File: config.mk
export PLATFORM = sky130hd
export DESIGN_NAME = mem_stall_arbiter_flat
export DESIGN_NICKNAME = d
export VERILOG_FILES = /design/src/rtl/mem_stall_arbiter_pkg.sv /design/src/rtl/mem_stall_arbiter_if.sv /design/src/rtl/mem_stall_arbiter_lane_sel.sv /design/src/rtl/mem_stall_arbiter.sv /design/src/flat_wrapper.sv
export SDC_FILE = /design/constraint.sdc
export NUM_CORES = 1
export LEC_CHECK = 0
export ABC_AREA = 1
export CAP_MARGIN = 10
export CORE_AREA = 2 2 172 174
export CTS_CLUSTER_DIAMETER = 120
export DETAILED_ROUTE_END_ITERATION = 6
export DIE_AREA = 0 0 174 176
export PLACE_DENSITY_LB_ADDON = 0.08
export REMOVE_ABC_BUFFERS = 1
export SETUP_SLACK_MARGIN = 0.15
export SYNTH_ARGS = -nofsm -noshare
export SYNTH_HDL_FRONTEND = slang
export SYNTH_HIERARCHICAL = 1
export SYNTH_SLANG_ARGS = --single-unit
File: constraint.sdc
create_clock -name clk -period 1.7 [get_ports clk]
set_input_delay 0.34 -clock clk [delete_from_list [all_inputs] [get_ports clk]]
set_output_delay 0.34 -clock clk [all_outputs]
set_load 0.01 [all_outputs]
File: src/rtl/mem_stall_arbiter_pkg.sv
// Shared types and constants for the memory stall arbiter.
package mem_arb_pkg;

  // Width of the read-latency counter (LAT up to 15).
  localparam int LAT_CNT_W = 4;

  typedef enum logic [2:0] {
    IDLE    = 3'd0,
    D_ISSUE = 3'd1,
    D_WAIT  = 3'd2,
    F_ISSUE = 3'd3,
    F_WAIT  = 3'd4,
    DONE    = 3'd5
  } arb_state_t;

  typedef enum logic {
    ACC_WORD  = 1'b0,
    ACC_DWORD = 1'b1
  } acc_size_t;

endpackage

File: src/rtl/mem_stall_arbiter_if.sv
// Core-side and memory-side bus of the stall arbiter.
// Handshake: the core raises i_req / d_read / d_write and holds every request
// input stable while stall is high; results on i_rdata / d_rdata are valid in
// the first cycle stall is low. On the memory side m_req is a one-cycle strobe
// qualified by m_we, and m_rdata is valid exactly LAT cycles after a read strobe.
interface mem_stall_arbiter_if #(
  parameter int N  = 64,
  parameter int AW = 32
);
  logic          i_req;
  logic [AW-1:0] i_adr;
  logic [31:0]   i_rdata;
  logic          d_read;
  logic          d_write;
  logic          d_dword;
  logic [AW-1:0] d_adr;
  logic [N-1:0]  d_wdata;
  logic [N-1:0]  d_rdata;
  logic          stall;
  logic          m_req;
  logic          m_we;
  logic [N/8-1:0] m_be;
  logic [AW-1:0] m_adr;
  logic [N-1:0]  m_wdata;
  logic [N-1:0]  m_rdata;

  // Arbiter side.
  modport slave (
    input  i_req, i_adr, d_read, d_write, d_dword, d_adr, d_wdata, m_rdata,
    output i_rdata, d_rdata, stall, m_req, m_we, m_be, m_adr, m_wdata
  );

  // Core + memory side.
  modport master (
    output i_req, i_adr, d_read, d_write, d_dword, d_adr, d_wdata, m_rdata,
    input  i_rdata, d_rdata, stall, m_req, m_we, m_be, m_adr, m_wdata
  );
endinterface

File: src/rtl/mem_stall_arbiter_lane_sel.sv
// Lane extract, write replication and byte-enable generation for an N-bit bus.
module mem_lane_sel
  import mem_arb_pkg::*;
#(
  parameter int N = 64
) (
  input  logic           lane,
  input  acc_size_t      size,
  input  logic [N-1:0]   rword,
  input  logic [31:0]    wdata32,
  output logic [31:0]    rdata32,
  output logic [N-1:0]   wdata_rep,
  output logic [N/8-1:0] be
);

  generate
    if (N == 64) begin : g_n64
      // Two 32-bit lanes; lane 0 is the low half.
      always_comb begin
        rdata32   = lane ? rword[63:32] : rword[31:0];
        wdata_rep = {wdata32, wdata32};
        if (size == ACC_DWORD) be = 8'hFF;
        else                   be = lane ? 8'hF0 : 8'h0F;
      end
    end else begin : g_n32
      // Single lane: everything passes straight through.
      always_comb begin
        rdata32   = rword[31:0];
        wdata_rep = wdata32;
        be        = 4'hF;
      end
    end
  endgenerate

endmodule

File: src/rtl/mem_stall_arbiter.sv
// Serialises the core's data and fetch accesses onto one fixed-latency memory
// port and holds the core with a combinational stall.
module mem_stall_arbiter
  import mem_arb_pkg::*;
#(
  parameter int N   = 64,
  parameter int AW  = 32,
  parameter int LAT = 2
) (
  input  logic                clk,
  input  logic                reset,
  mem_stall_arbiter_if.slave  bus,
  output logic                err,
  output logic [31:0]         stall_cnt,
  output arb_state_t          dbg_state
);

  localparam int                   OFF_W    = (N == 64) ? 3 : 2;
  localparam logic [AW-1:0]        ADR_MASK = ~AW'(N / 8 - 1);
  localparam logic [LAT_CNT_W-1:0] LAT_C    = LAT_CNT_W'(LAT);

  arb_state_t           state_q, state_d;
  logic [LAT_CNT_W-1:0] cnt_q, cnt_d;
  logic [31:0]          i_hold_q, i_hold_d;
  logic [N-1:0]         d_hold_q, d_hold_d;
  logic                 err_q, err_d;
  logic [31:0]          stall_cnt_q, stall_cnt_d;

  logic           d_req, any_req, fetch_phase, lane, bad_d, bad_i;
  acc_size_t      size;
  logic [31:0]    lane_rd;
  logic [N-1:0]   lane_wr, rd32_ext;
  logic [N/8-1:0] lane_be;

  // Request decode, lane choice (fetch lane while fetching) and misalignment checks.
  always_comb begin
    d_req       = bus.d_read | bus.d_write;
    any_req     = d_req | bus.i_req;
    size        = (bus.d_dword && (N == 64)) ? ACC_DWORD : ACC_WORD;
    fetch_phase = (state_q == F_ISSUE) || (state_q == F_WAIT);
    lane        = (N == 64) ? (fetch_phase ? bus.i_adr[2] : bus.d_adr[2]) : 1'b0;
    bad_d       = d_req & ((bus.d_dword & (bus.d_adr[OFF_W-1:0] != '0)) |
                           (!bus.d_dword & (bus.d_adr[1:0] != 2'b00)) |
                           (bus.d_dword & (N == 32)));
    bad_i       = bus.i_req & (bus.i_adr[1:0] != 2'b00);
    rd32_ext        = '0;
    rd32_ext[31:0]  = lane_rd;
  end

  mem_lane_sel #(.N(N)) u_lane_sel (
    .lane      (lane),
    .size      (size),
    .rword     (bus.m_rdata),
    .wdata32   (bus.d_wdata[31:0]),
    .rdata32   (lane_rd),
    .wdata_rep (lane_wr),
    .be        (lane_be)
  );

  // Sequencing: data access first, then fetch, then one DONE cycle releasing the core.
  always_comb begin
    state_d     = state_q;
    cnt_d       = cnt_q;
    i_hold_d    = i_hold_q;
    d_hold_d    = d_hold_q;
    err_d       = err_q;
    stall_cnt_d = stall_cnt_q;
    case (state_q)
      IDLE: begin
        if (d_req)           state_d = D_ISSUE;
        else if (bus.i_req)  state_d = F_ISSUE;
        if (any_req && (bad_d || bad_i)) err_d = 1'b1;
      end
      D_ISSUE: begin
        if (bus.d_write) begin
          state_d = bus.i_req ? F_ISSUE : DONE;
        end else begin
          state_d = D_WAIT;
          cnt_d   = LAT_CNT_W'(1);
        end
      end
      D_WAIT: begin
        if (cnt_q == LAT_C) begin
          d_hold_d = (size == ACC_DWORD) ? bus.m_rdata : rd32_ext;
          state_d  = bus.i_req ? F_ISSUE : DONE;
        end else begin
          cnt_d = cnt_q + LAT_CNT_W'(1);
        end
      end
      F_ISSUE: begin
        state_d = F_WAIT;
        cnt_d   = LAT_CNT_W'(1);
      end
      F_WAIT: begin
        if (cnt_q == LAT_C) begin
          i_hold_d = lane_rd;
          state_d  = DONE;
        end else begin
          cnt_d = cnt_q + LAT_CNT_W'(1);
        end
      end
      DONE:    state_d = IDLE;
      default: state_d = IDLE;
    endcase
    if (bus.stall && (stall_cnt_q != 32'hFFFF_FFFF)) stall_cnt_d = stall_cnt_q + 32'd1;
  end

  // State, latency counter, result holding registers, sticky error and stall counter.
  always_ff @(posedge clk or negedge reset) begin
    if (!reset) begin
      state_q     <= IDLE;
      cnt_q       <= '0;
      i_hold_q    <= '0;
      d_hold_q    <= '0;
      err_q       <= 1'b0;
      stall_cnt_q <= '0;
    end else begin
      state_q     <= state_d;
      cnt_q       <= cnt_d;
      i_hold_q    <= i_hold_d;
      d_hold_q    <= d_hold_d;
      err_q       <= err_d;
      stall_cnt_q <= stall_cnt_d;
    end
  end

  // Memory strobes are decoded from the issue states so they are zero outside them.
  assign bus.m_req   = (state_q == D_ISSUE) || (state_q == F_ISSUE);
  assign bus.m_we    = (state_q == D_ISSUE) && bus.d_write;
  assign bus.m_adr   = (state_q == D_ISSUE) ? (bus.d_adr & ADR_MASK) :
                       (state_q == F_ISSUE) ? (bus.i_adr & ADR_MASK) : '0;
  assign bus.m_be    = bus.m_we ? lane_be : '0;
  assign bus.m_wdata = bus.m_we ? ((size == ACC_DWORD) ? bus.d_wdata : lane_wr) : '0;
  assign bus.stall   = any_req && (state_q != DONE);
  assign bus.i_rdata = i_hold_q;
  assign bus.d_rdata = d_hold_q;
  assign err         = err_q;
  assign stall_cnt   = stall_cnt_q;
  assign dbg_state   = state_q;

endmodule

File: src/flat_wrapper.sv
// flat-port wrapper written by rule: the top's interface ports become plain ports
module mem_stall_arbiter_flat import mem_arb_pkg::*;
#(
  parameter int N   = 64,
  parameter int AW  = 32,
  parameter int LAT = 2
)
  (clk, reset, err, stall_cnt, dbg_state, bus_i_req, bus_i_adr, bus_d_read, bus_d_write, bus_d_dword, bus_d_adr, bus_d_wdata, bus_m_rdata, bus_i_rdata, bus_d_rdata, bus_stall, bus_m_req, bus_m_we, bus_m_be, bus_m_adr, bus_m_wdata);
  mem_stall_arbiter_if #(.N(N), .AW(AW)) bus_i ();
  input  logic clk;
  input  logic reset;
  output logic err;
  output logic [31:0] stall_cnt;
  output arb_state_t dbg_state;
  input wire logic [$bits(bus_i.i_req)-1:0] bus_i_req;
  input wire logic [$bits(bus_i.i_adr)-1:0] bus_i_adr;
  input wire logic [$bits(bus_i.d_read)-1:0] bus_d_read;
  input wire logic [$bits(bus_i.d_write)-1:0] bus_d_write;
  input wire logic [$bits(bus_i.d_dword)-1:0] bus_d_dword;
  input wire logic [$bits(bus_i.d_adr)-1:0] bus_d_adr;
  input wire logic [$bits(bus_i.d_wdata)-1:0] bus_d_wdata;
  input wire logic [$bits(bus_i.m_rdata)-1:0] bus_m_rdata;
  output wire logic [$bits(bus_i.i_rdata)-1:0] bus_i_rdata;
  output wire logic [$bits(bus_i.d_rdata)-1:0] bus_d_rdata;
  output wire logic [$bits(bus_i.stall)-1:0] bus_stall;
  output wire logic [$bits(bus_i.m_req)-1:0] bus_m_req;
  output wire logic [$bits(bus_i.m_we)-1:0] bus_m_we;
  output wire logic [$bits(bus_i.m_be)-1:0] bus_m_be;
  output wire logic [$bits(bus_i.m_adr)-1:0] bus_m_adr;
  output wire logic [$bits(bus_i.m_wdata)-1:0] bus_m_wdata;
  assign bus_i.i_req = bus_i_req;
  assign bus_i.i_adr = bus_i_adr;
  assign bus_i.d_read = bus_d_read;
  assign bus_i.d_write = bus_d_write;
  assign bus_i.d_dword = bus_d_dword;
  assign bus_i.d_adr = bus_d_adr;
  assign bus_i.d_wdata = bus_d_wdata;
  assign bus_i.m_rdata = bus_m_rdata;
  assign bus_i_rdata = bus_i.i_rdata;
  assign bus_d_rdata = bus_i.d_rdata;
  assign bus_stall = bus_i.stall;
  assign bus_m_req = bus_i.m_req;
  assign bus_m_we = bus_i.m_we;
  assign bus_m_be = bus_i.m_be;
  assign bus_m_adr = bus_i.m_adr;
  assign bus_m_wdata = bus_i.m_wdata;
  mem_stall_arbiter #(.N(N), .AW(AW), .LAT(LAT)) u_core (.clk(clk), .reset(reset), .bus(bus_i), .err(err), .stall_cnt(stall_cnt), .dbg_state(dbg_state));
endmodule
* After elaboration in Yosys (flattened, before gate mapping)
Cells that the tools add are included.
** Storage, ports and cells
- Register bits :: 136
- Input bits :: 198
- Output and inout bits :: 239
- Word-level logic and storage cells :: 67
** Operators by class
- Add/sub/neg operators :: 2
- Equality and inequality tests :: 12
- Mux-type cells :: 21
- Bitwise logic cells :: 7
- Reductions and logical operators :: 19
** Operators by type and width (number)
- 64-bit two-way mux :: 3
- 32-bit two-way mux :: 3
- 32-bit by 1-bit adder with 32-bit output, second input constant :: 1
- 32-bit != test, second input constant :: 1
- 8-bit two-way mux :: 3
- 3-bit two-way mux :: 6
- 3-bit one-hot mux with 5 select lines :: 1
- 4-bit one-hot mux with 3 select lines :: 1
- 4-bit two-way mux :: 2
- 3-bit by 2-bit equality test with 1-bit output, second input constant :: 2
- 2-bit != test, second input constant :: 3
- 2-bit AND reduction :: 3
- 3-bit AND reduction :: 2
- 3-bit nonzero test :: 2
- 4-bit by 1-bit adder with 4-bit output, second input constant :: 1
- 1-bit AND :: 4
- 4-bit by 2-bit equality test with 1-bit output, second input constant :: 1
- 1-bit logical AND :: 4
- 2-bit nonzero test :: 2
- 3-bit by 1-bit equality test with 1-bit output, second input constant :: 1
- 3-bit equality test, second input constant :: 1
- 3-bit logical NOT :: 1
- 1-bit logical OR :: 3
- 3-bit by 2-bit != test with 1-bit output, second input constant :: 1
- 6 further kinds :: 9

* Depth between registers and ports, before layout
Gate-level depths: netlist of the first run.
- Depth in word-level cells :: 7
- Depth in mapped cells :: 13
- Depth with buffers taken out :: 11

* Modules after synthesis
The synthesis of the first run kept the hierarchy.
** Modules (own cells, without submodules)
- mem_stall_arbiter :: instances 1, cells each 1142, area an instance 7963.9 sq um, seq. area each 3403.3 sq um
- mem_lane_sel :: instances 1, cells each 177, area an instance 1041.0 sq um, seq. area each 0.0 sq um

* Worst setup path before layout of the first run
No wires, ideal clock.
- Path kind :: reg-to-output
- Start :: register u_core.state_q[2] (netlist: u_core/dbg_state[2])
- End :: output bus_m_be[5]
- Arrival time :: 1685 ps
- Setup slack :: -325 ps
- Cell stages (with the launch flop) :: 13
- Path buffers :: 3
- Cell sequence :: dfrtp_1 nor2_1 nand2_1 nand2_1 nand2_1 o21ai_0 buf_6 inv_8 buf_8 nand2_1 buf_4 inv_1 nor2_1
** On the way
- Cells in the longest elaborated chain, start to end :: 6
- Elaborated cells between the ends (all ways) :: 9
** Ends and longest elaborated chain
- start, declared :: RTL line mem_stall_arbiter.sv:22 : arb_state_t state_q, state_d;
- start signal, assigned :: RTL line mem_stall_arbiter.sv:118 : state_q <= state_d;
- 3-bit by 2-bit equality test with 1-bit output / 3-bit equality test (equally long branches) :: RTL line mem_stall_arbiter.sv:40 : fetch_phase = (state_q == F_ISSUE) || (state_q == F_WAIT);
- 1-bit logical OR * :: RTL line mem_stall_arbiter.sv:40
- 1-bit two-way mux * :: RTL line mem_stall_arbiter.sv:41 : lane = (N == 64) ? (fetch_phase ? bus.i_adr[2] : bus.d_adr[2]) : 1'b0;
- net u_core.lane :: RTL line mem_stall_arbiter.sv:29 : logic d_req, any_req, fetch_phase, lane, bad_d, bad_i;
- 8-bit two-way mux * :: RTL line mem_stall_arbiter_lane_sel.sv:23 : else be = lane ? 8'hF0 : 8'h0F;
- 8-bit two-way mux * :: RTL line mem_stall_arbiter_lane_sel.sv:22 : if (size == ACC_DWORD) be = 8'hFF;
- net u_core.lane_be[5] :: RTL line mem_stall_arbiter.sv:33 : logic [N/8-1:0] lane_be;
- 8-bit two-way mux * :: RTL line mem_stall_arbiter.sv:132 : assign bus.m_be = bus.m_we ? lane_be : '0;
- end, declared :: RTL line flat_wrapper.sv:28 : output wire logic [$bits(bus_i.m_be)-1:0] bus_m_be;
Mark *: on every way through the listed nets, which the timed path passes. The rest lies on a longest branch.

* Worst setup path in the final report of the first run
- Start :: register u_core.state_q[1] (netlist: u_core/dbg_state[1])
- End :: output bus_m_wdata[16]
** On the way
- Cells in the longest elaborated chain, start to end :: 3
** Ends and longest elaborated chain
- 3-bit by 1-bit equality test with 1-bit output :: RTL line mem_stall_arbiter.sv:129 : assign bus.m_we = (state_q == D_ISSUE) && bus.d_write;
- 1-bit logical AND :: RTL line mem_stall_arbiter.sv:129
- 64-bit two-way mux :: RTL line mem_stall_arbiter.sv:133 : assign bus.m_wdata = bus.m_we ? ((size == ACC_DWORD) ? bus.d_wdata : lane_wr) : '0;
- end, declared :: RTL line flat_wrapper.sv:30 : output wire logic [$bits(bus_i.m_wdata)-1:0] bus_m_wdata;
No other way between the ends.

==> run summary, run 1 <==
crit path launch type: flip-flop
starting utilization of the core area: 31.5%
run status: finished with violations
area of the core: 28500 sq um
top post-synthesis cells by area: sky130_fd_sc_hd__dfrtp_1 38%, sky130_fd_sc_hd__nand2_1 25%, sky130_fd_sc_hd__buf_4 6.1%
part of the total power dissipated in combinational logic: 57.3%
Switching Power: 7.93 mW
via/cell ratio: 4.72
clock tree from TritonCTS: built
largest area contributor in the synthesized netlist: sky130_fd_sc_hd__dfrtp_1
final global-route overflow total: 0
detailed-route wire length per cell: 18.2 um
fraction of final layout cells sized beyond drive strength 1: 25.3%
Clock Power Share: 18.1%
initial DRC count: 418
number of cell rows: 62
area of all sequential standard cells: 3400 sq um
Bufs on Longest Clock Path: 2
instance area at placement: 13700 sq um
final-report max-slew violation count: 0
Min Hold Slack: 0.406 ns
synthesized netlist cell count: 1319
flops & latches, synth: 136
number of violations of the max-capacitance limit: 0
Crit path required time: 1.36 ns
final routed DRC violation total: 0
total length of routed wires: 39500 um
number of unique standard cell types used by synthesis: 34
H-Tree Depth: 4
Setup WS post-layout: -0.604 ns
PwrDens: 1330 nW/um^2
clock buffers created by TritonCTS: 17
type of the worst setup path: flip-flop to output pin
commonest register cell after synthesis: sky130_fd_sc_hd__dfrtp_1
final cycle utilization of the critical path: 136%
sequential fraction of the synthesis area: 37.8%
most repeated cell in the gate-level netlist after synthesis: sky130_fd_sc_hd__nand2_1
maximum frequency from static timing analysis: 0.434 GHz
number of I/O port buffers: 433
Post-Syn Area per Cell: 6.83 sq um
kind of capture point of the worst setup path: output pin
CP Max Fanout: 6
violations in the final reports: negative setup slack
GRT Util Overall: 24.5%
Final min period: 2.30 ns
final weighted congestion in routability-driven placement: 0.886
Die W: 174 um
global-route wire length before repair: 57400 um
switching share of power: 38.4%
source-to-sink clock delay at the later pin of the worst-skew pair: 0.42 ns
Design Area, Final: 15500 sq um
initial antenna violation count: 5
synthesis-to-layout area growth: 71.9%
IO Count: 437
internal portion of total power: 12.7 mW
Leak Pwr: 7.21 nW
Clk pin slew, worst setup/hold paths: 0.07 ns
via count of the first global-routing pass: 10200
fill cell instance count of the final layout: 2765
area of the multi-input gates: 5040 sq um
final setup fails: 229
top-area cell type share of the netlist area: 37.8%
Die Y-Extent: 176 um
largest net degree at the start of global routing: 42
RSZ-0062 raised after global routing: yes
clock tree skew after final layout: 0.0127 ns
number of vias in the routed layout: 10200
EDFF count, synth: 0
final-report hold violation count: 0
first-pass iteration count of the detailed router: 5
Min-Delay Path Class: input pin to async pin
yosys warns: 6
area of the die: 30600 sq um
worst-case vdd ir drop: 0.000673 V
Async S/R FF share, synth: 100%
worst setup slack after placement: -0.775 ns
remaining number of nets flagged by the antenna check after routing: 0
CP arrival: 1.96 ns
cell types with the highest counts after synthesis: 609 x sky130_fd_sc_hd__nand2_1, 136 x sky130_fd_sc_hd__dfrtp_1, 101 x sky130_fd_sc_hd__nor2_1, 73 x sky130_fd_sc_hd__buf_4, 68 x sky130_fd_sc_hd__a21oi_1
area of the mapped netlist: 9000 sq um
root buffer cell: sky130_fd_sc_hd__clkbuf_16
clock sinks: 136
DP HPWL: 27800 um
number of nets at the end of the flow: 1970
sequential share of power: 24.6%
## final timing paths
check	startpoint	end	slack [ns]	cells past startpoint
worst max register to register	u_core/dbg_state[0]$_DFFE_PN0P_	u_core/bus.i_rdata[3]$_DFFE_PN0P_	-0.24	12
worst min-delay path	reset	u_core/stall_cnt[14]$_DFFE_PN0P_	0.41	2
worst max-delay path	u_core/dbg_state[1]$_DFFE_PN0P_	bus_m_wdata[16]	-0.60	9
min in group clk	bus_d_dword	u_core/bus.d_rdata[31]$_DFFE_PN0P_	0.41	4
max in group asynchronous	reset	u_core/bus.d_rdata[44]$_DFFE_PN0P_	0.73	3
worst min register to register	u_core/err$_DFFE_PN0P_	u_core/err$_DFFE_PN0P_	0.48	1
## logic make-up after synthesis
logic type	after synthesis	share of synthesized area [%]
AO/OA/AOI/OAI	150	8.80
flip-flops	136	37.8
adder cells (fa/ha/maj)	3	0.417
multiplexers	32	4.00
buffers and inverters	193	12.6
AND/OR/NAND/NOR	791	35.1
XOR/XNOR	13	1.26
other	1	0.0416
## sequential cells by signal, summed over array words and instances (netlist names)
name,cells
u_core/bus.d_rdata,64
u_core/bus.i_rdata,32
u_core/cnt_q,4
u_core/dbg_state,3
u_core/err,1
u_core/stall_cnt,32
## placed cells by master (no fill, tap or decap), types with 28 or more instances in the layout
cell / instances
sky130_fd_sc_hd__a21oi_2: 49
sky130_fd_sc_hd__a31oi_1: 33
sky130_fd_sc_hd__buf_12: 28
sky130_fd_sc_hd__buf_2: 77
sky130_fd_sc_hd__buf_4: 79
sky130_fd_sc_hd__buf_6: 43
sky130_fd_sc_hd__clkdlybuf4s50_1: 324
sky130_fd_sc_hd__dfrtp_1: 135
sky130_fd_sc_hd__inv_1: 40
sky130_fd_sc_hd__mux2_2: 32
sky130_fd_sc_hd__nand2_1: 581
sky130_fd_sc_hd__nand2_2: 38
sky130_fd_sc_hd__nand3_1: 43
sky130_fd_sc_hd__nor2_1: 94
sky130_fd_sc_hd__o21ai_0: 46
## critical path, stage by stage, from the launching register on
cell and delay [ns]:
sky130_fd_sc_hd__dfrtp_1 0.40, sky130_fd_sc_hd__inv_2 0.09, sky130_fd_sc_hd__nand2_4 0.06, sky130_fd_sc_hd__nor2_4 0.13
sky130_fd_sc_hd__buf_12 0.13, sky130_fd_sc_hd__nand2_8 0.10, sky130_fd_sc_hd__buf_12 0.19, sky130_fd_sc_hd__buf_16 0.16
sky130_fd_sc_hd__a21oi_4 0.14, sky130_fd_sc_hd__buf_2 0.15
## cell type report
type,instances,share of cell area [%]
Antenna cell,1,0.0162
Clock buffer,19,2.86
Clock inverter,12,0.914
Inverter,51,1.37
Multi-Input combinational cell,992,32.6
Sequential cell,136,22.0
Tap cell,384,3.10
Timing Repair Buffer,571,37.2
## metrics by stage
| step | TNS (ns) | std cells | utilization, % | total power [mW] |
|---|---|---|---|---|
| 2_1_floorplan | -378.54 | 1179 | - | 8.86 |
| 3_3_place_gp | -87.13 | 2080 | 48.2 | 14.6 |
| 3_5_place_dp | -88.16 | 2080 | 48.2 | 14.7 |
| 4_1_cts | -85.30 | 2149 | 52.0 | 19.8 |
| 5_1_grt | -93.23 | 2166 | 54.2 | 21.9 |
| 6_report | -68.37 | 2166 | 54.2 | 20.6 |
## per-layer routing
metal / part of all wire [%] / global-route usage, % / vias to the layer above
met4: 3.8 / 11.6 / 8
met2: 51 / 43.7 / 366
li1: - / - / 5000
met5: 0.13 / 0 / -
met3: 8.4 / 8.35 / 77
met1: 36 / 26.1 / 4776
## what timing repair did
action,in CTS,in global routing
pin swaps,14,23
hold buffers,1,0
setup buffers,27,10
cloned,10,7
endpoints found under the setup margin,355,371
hold endpoints to repair,34,0
gates resized for setup,540,105
## power by group through the flow
stage	logic, mW	clock network (mW)	registers [mW]
finish	11.8	3.73	5.08
detailed placement	9.57	0	5.11
global placement	9.54	0	5.09
CTS	10.9	3.81	5.08
global route	12.7	3.97	5.24
floorplan	3.20	0	5.66
Note: power is estimated with default switching activity, not from simulation.
==> inputs of run 2 (changes only) <==
REMOVE_ABC_BUFFERS = default   (was 1)
==> run 2 against run 1 <==
  * The flow still finishes with violations (negative setup slack)
  * Final cell count is 3.5% higher
  * Power is 16% higher
  * Sequential power is 4% higher
  * Non-clock buffer count grew 67
  * Combinational power up 26%
  * Utilization rose by 9.2 points
  * Clock-buffer cell count fell by 2
  * Largest cell class unchanged
==> run summary, run 2 (synthesis results as in run 1) <==
run status: finished with violations (unchanged)
violations in the final reports: negative setup slack (unchanged)
CP arrival: 1.99 ns (was 1.96 ns)
number of nets at the end of the flow: 2041 (was 1970)
DP HPWL: 27300 um (was 27800 um)
type of the worst setup path: flip-flop to output pin (unchanged)
fill cell instance count of the final layout: 2458 (was 2765)
total length of routed wires: 43200 um (was 39500 um)
largest net degree at the start of global routing: 65 (was 42)
worst setup slack after placement: -0.659 ns (was -0.775 ns)
Leak Pwr: 8.08 nW (was 7.21 nW)
number of cell rows: 62 (unchanged)
maximum frequency from static timing analysis: 0.429 GHz (was 0.434 GHz)
final weighted congestion in routability-driven placement: 0.884 (was 0.886)
most frequent standard cell in the layout excluding fill and tap cells: sky130_fd_sc_hd__nand2_1 (unchanged)
GRT Util Overall: 25.4% (was 24.5%)
clock tree skew after final layout: 0.0160 ns (was 0.0127 ns)
final total negative setup slack: -111.10 ns (was -68.37 ns)
detailed-route wire length per cell: 19.3 um (was 18.2 um)
RSZ-0062 raised after global routing: yes (unchanged)
sum of buffers and inverters on the critical path: 6 (was 5)
global-route wire length before repair: 59900 um (was 57400 um)
root buffer cell: sky130_fd_sc_hd__clkbuf_16 (unchanged)
worst-case vdd ir drop: 0.000622 V (was 0.000673 V)
final routed DRC violation total: 0 (unchanged)
Final min period: 2.33 ns (was 2.30 ns)
final non-filler cell total: 2242 (was 2166)
Min-Delay Path Class: input pin to async pin (unchanged)
Final Total Pwr: 24.0 mW (was 20.6 mW)
via count of the first global-routing pass: 10400 (was 10200)
cell count after placement: 2080 (unchanged)
synthesis-to-layout area growth: 101% (was 71.9%)
initial antenna violation count: 6 (was 5)
final setup fails: 309 (was 229)
fraction of final layout cells sized beyond drive strength 1: 36.7% (was 25.3%)
area of the die: 30600 sq um (unchanged)
H-Tree Depth: 4 (unchanged)
PwrDens: 1320 nW/um^2 (was 1330 nW/um^2)
clock buffers created by TritonCTS: 17 (unchanged)
Clk pin slew, worst setup/hold paths: 0.07 ns (about the same)
initial DRC count: 739 (was 418)
area of the core: 28500 sq um (unchanged)
R2R cell count: 13 (was 12)
Slew HR: 56.4%
number of violations of the max-capacitance limit: 0 (unchanged)
kind of capture point of the worst setup path: output pin (unchanged)
Crit path required time: 1.36 ns (about the same)
via/cell ratio: 4.82 (was 4.72)
clock tree from TritonCTS: built (unchanged)
source-to-sink clock delay at the later pin of the worst-skew pair: 0.43 ns (was 0.42 ns)
cell repeated most along the worst path: sky130_fd_sc_hd__buf_6 (was sky130_fd_sc_hd__buf_12)
highest-delay cell along the critical path: sky130_fd_sc_hd__dfrtp_2 (was sky130_fd_sc_hd__dfrtp_1)
number of flip-flops under the largest register name: 64 (unchanged)
slew at the pin with the worst max-slew slack: 0.654 ns
clock sinks: 136 (unchanged)
first-pass iteration count of the detailed router: 7 (was 5)
starting utilization of the core area: 31.5% (unchanged)
final global-route overflow total: 0 (unchanged)
final-report max-slew violation count: 0 (unchanged)
number of I/O port buffers: 433 (unchanged)
crit path launch type: flip-flop (unchanged)
Die Y-Extent: 176 um (unchanged)
kind of cell adding the most delay to the critical path: buffers and inverters (unchanged)
series of cell instances along the critical path: inv_2 > nand2_4 > nor2_4 > buf_6 > nand2_8 > buf_16 > buf_12 > buf_8 > a21oi_4 > buf_6 (was inv_2 > nand2_4 > nor2_4 > buf_12 > nand2_8 > buf_12 > buf_16 > a21oi_4 > buf_2)
Setup WS post-layout: -0.631 ns (was -0.604 ns)
highest-count cells in the layout ignoring fill and taps: 497 x sky130_fd_sc_hd__nand2_1, 321 x sky130_fd_sc_hd__clkdlybuf4s50_1, 130 x sky130_fd_sc_hd__dfrtp_1 (was 581 x sky130_fd_sc_hd__nand2_1, 324 x sky130_fd_sc_hd__clkdlybuf4s50_1, 135 x sky130_fd_sc_hd__dfrtp_1)
Bufs on Longest Clock Path: 2 (unchanged)
final cycle utilization of the critical path: 137% (was 136%)
remaining number of nets flagged by the antenna check after routing: 0 (unchanged)
critical path depth in cells: 10 (was 9)
Post-Route Utilization: 63.4% (was 54.2%)
setup slack, reg-to-reg: -0.54 ns (was -0.24 ns)
Die W: 174 um (unchanged)
CP Max Fanout: 8 (was 6)
IO Count: 437 (unchanged)
final-report hold violation count: 0 (unchanged)
number of vias in the routed layout: 10800 (was 10200)
slowest stage delay, CP: 0.42 ns (was 0.40 ns)
==> run 2: changes by cell type in the layout (fill, tap and decap cells not counted), moves of 34 or more <==
cell                      before  now
sky130_fd_sc_hd__buf_6        43  122
sky130_fd_sc_hd__a21oi_4      15   60
sky130_fd_sc_hd__buf_2        77   29
sky130_fd_sc_hd__a21oi_2      49    7
sky130_fd_sc_hd__nand2_1     581  497
sky130_fd_sc_hd__nand2_4       8   42
sky130_fd_sc_hd__nand2_2      38   87
sky130_fd_sc_hd__o21ai_0      46    7
==> run 2: final cells by class <==
class	instances	area (sq um)	area share (%)
clock inverters	15	173	0.953
repair inverters	3	33.8	0.187
diodes	5	12.5	0.0691
flip-flops and latches	136	3410	18.8
repair buffers	638	7210	39.8
inverters	51	258	1.42
well taps	384	480	2.65
multi-input cells	993	6100	33.7
clock buffers	17	425	2.35
==> run 2: path summary, 6_finish.rpt <==
kind                                                     from                                 end
max                           u_core/dbg_state[1]$_DFFE_PN0P_                     bus_m_wdata[37]
min in group clk                                  bus_d_dword  u_core/bus.d_rdata[26]$_DFFE_PN0P_
min                                                     reset    u_core/stall_cnt[29]$_DFFE_PN0P_
max in group asynchronous                               reset     u_core/stall_cnt[8]$_DFFE_PN0P_
max reg2reg                   u_core/dbg_state[0]$_DFFE_PN0P_  u_core/bus.i_rdata[18]$_DFFE_PN0P_
min reg2reg                u_core/bus.d_rdata[51]$_DFFE_PN0P_  u_core/bus.d_rdata[51]$_DFFE_PN0P_
==> run 2: where the power goes <==
part,total [mW],internal (mW),switching (mW)
clock,3.83,2.11,1.72
sequential,5.26,4.39,0.869
combinational,14.9,8.08,6.80
==> run 2: metal layers <==
layer,vias to the layer above,GRT usage (%),part of all wire (%)
met3,83,6.65,7.3
met5,-,0,0.030
met4,2,11.2,3.4
li1,5172,-,-
met1,5112,29.8,38
met2,445,43.9,51
==> run 2: timing repair <==
action,4_1_cts,5_1_grt
hold buffers,1,0
setup endpoints to repair,340,372
endpoints found under the hold margin,35,0
gates resized for setup,616,307
setup buffers,54,31
pin swaps,34,88
gates cloned,20,19
==> run 2: per-stage QoR <==
step	hold WS [ns]	cell area (sq um)
after detailed placement	0.281	14500
after CTS	0.395	16400
after global routing	0.411	18100
final	0.389	18100
after global placement	0.279	14500
after floorplan	0.0444	9910
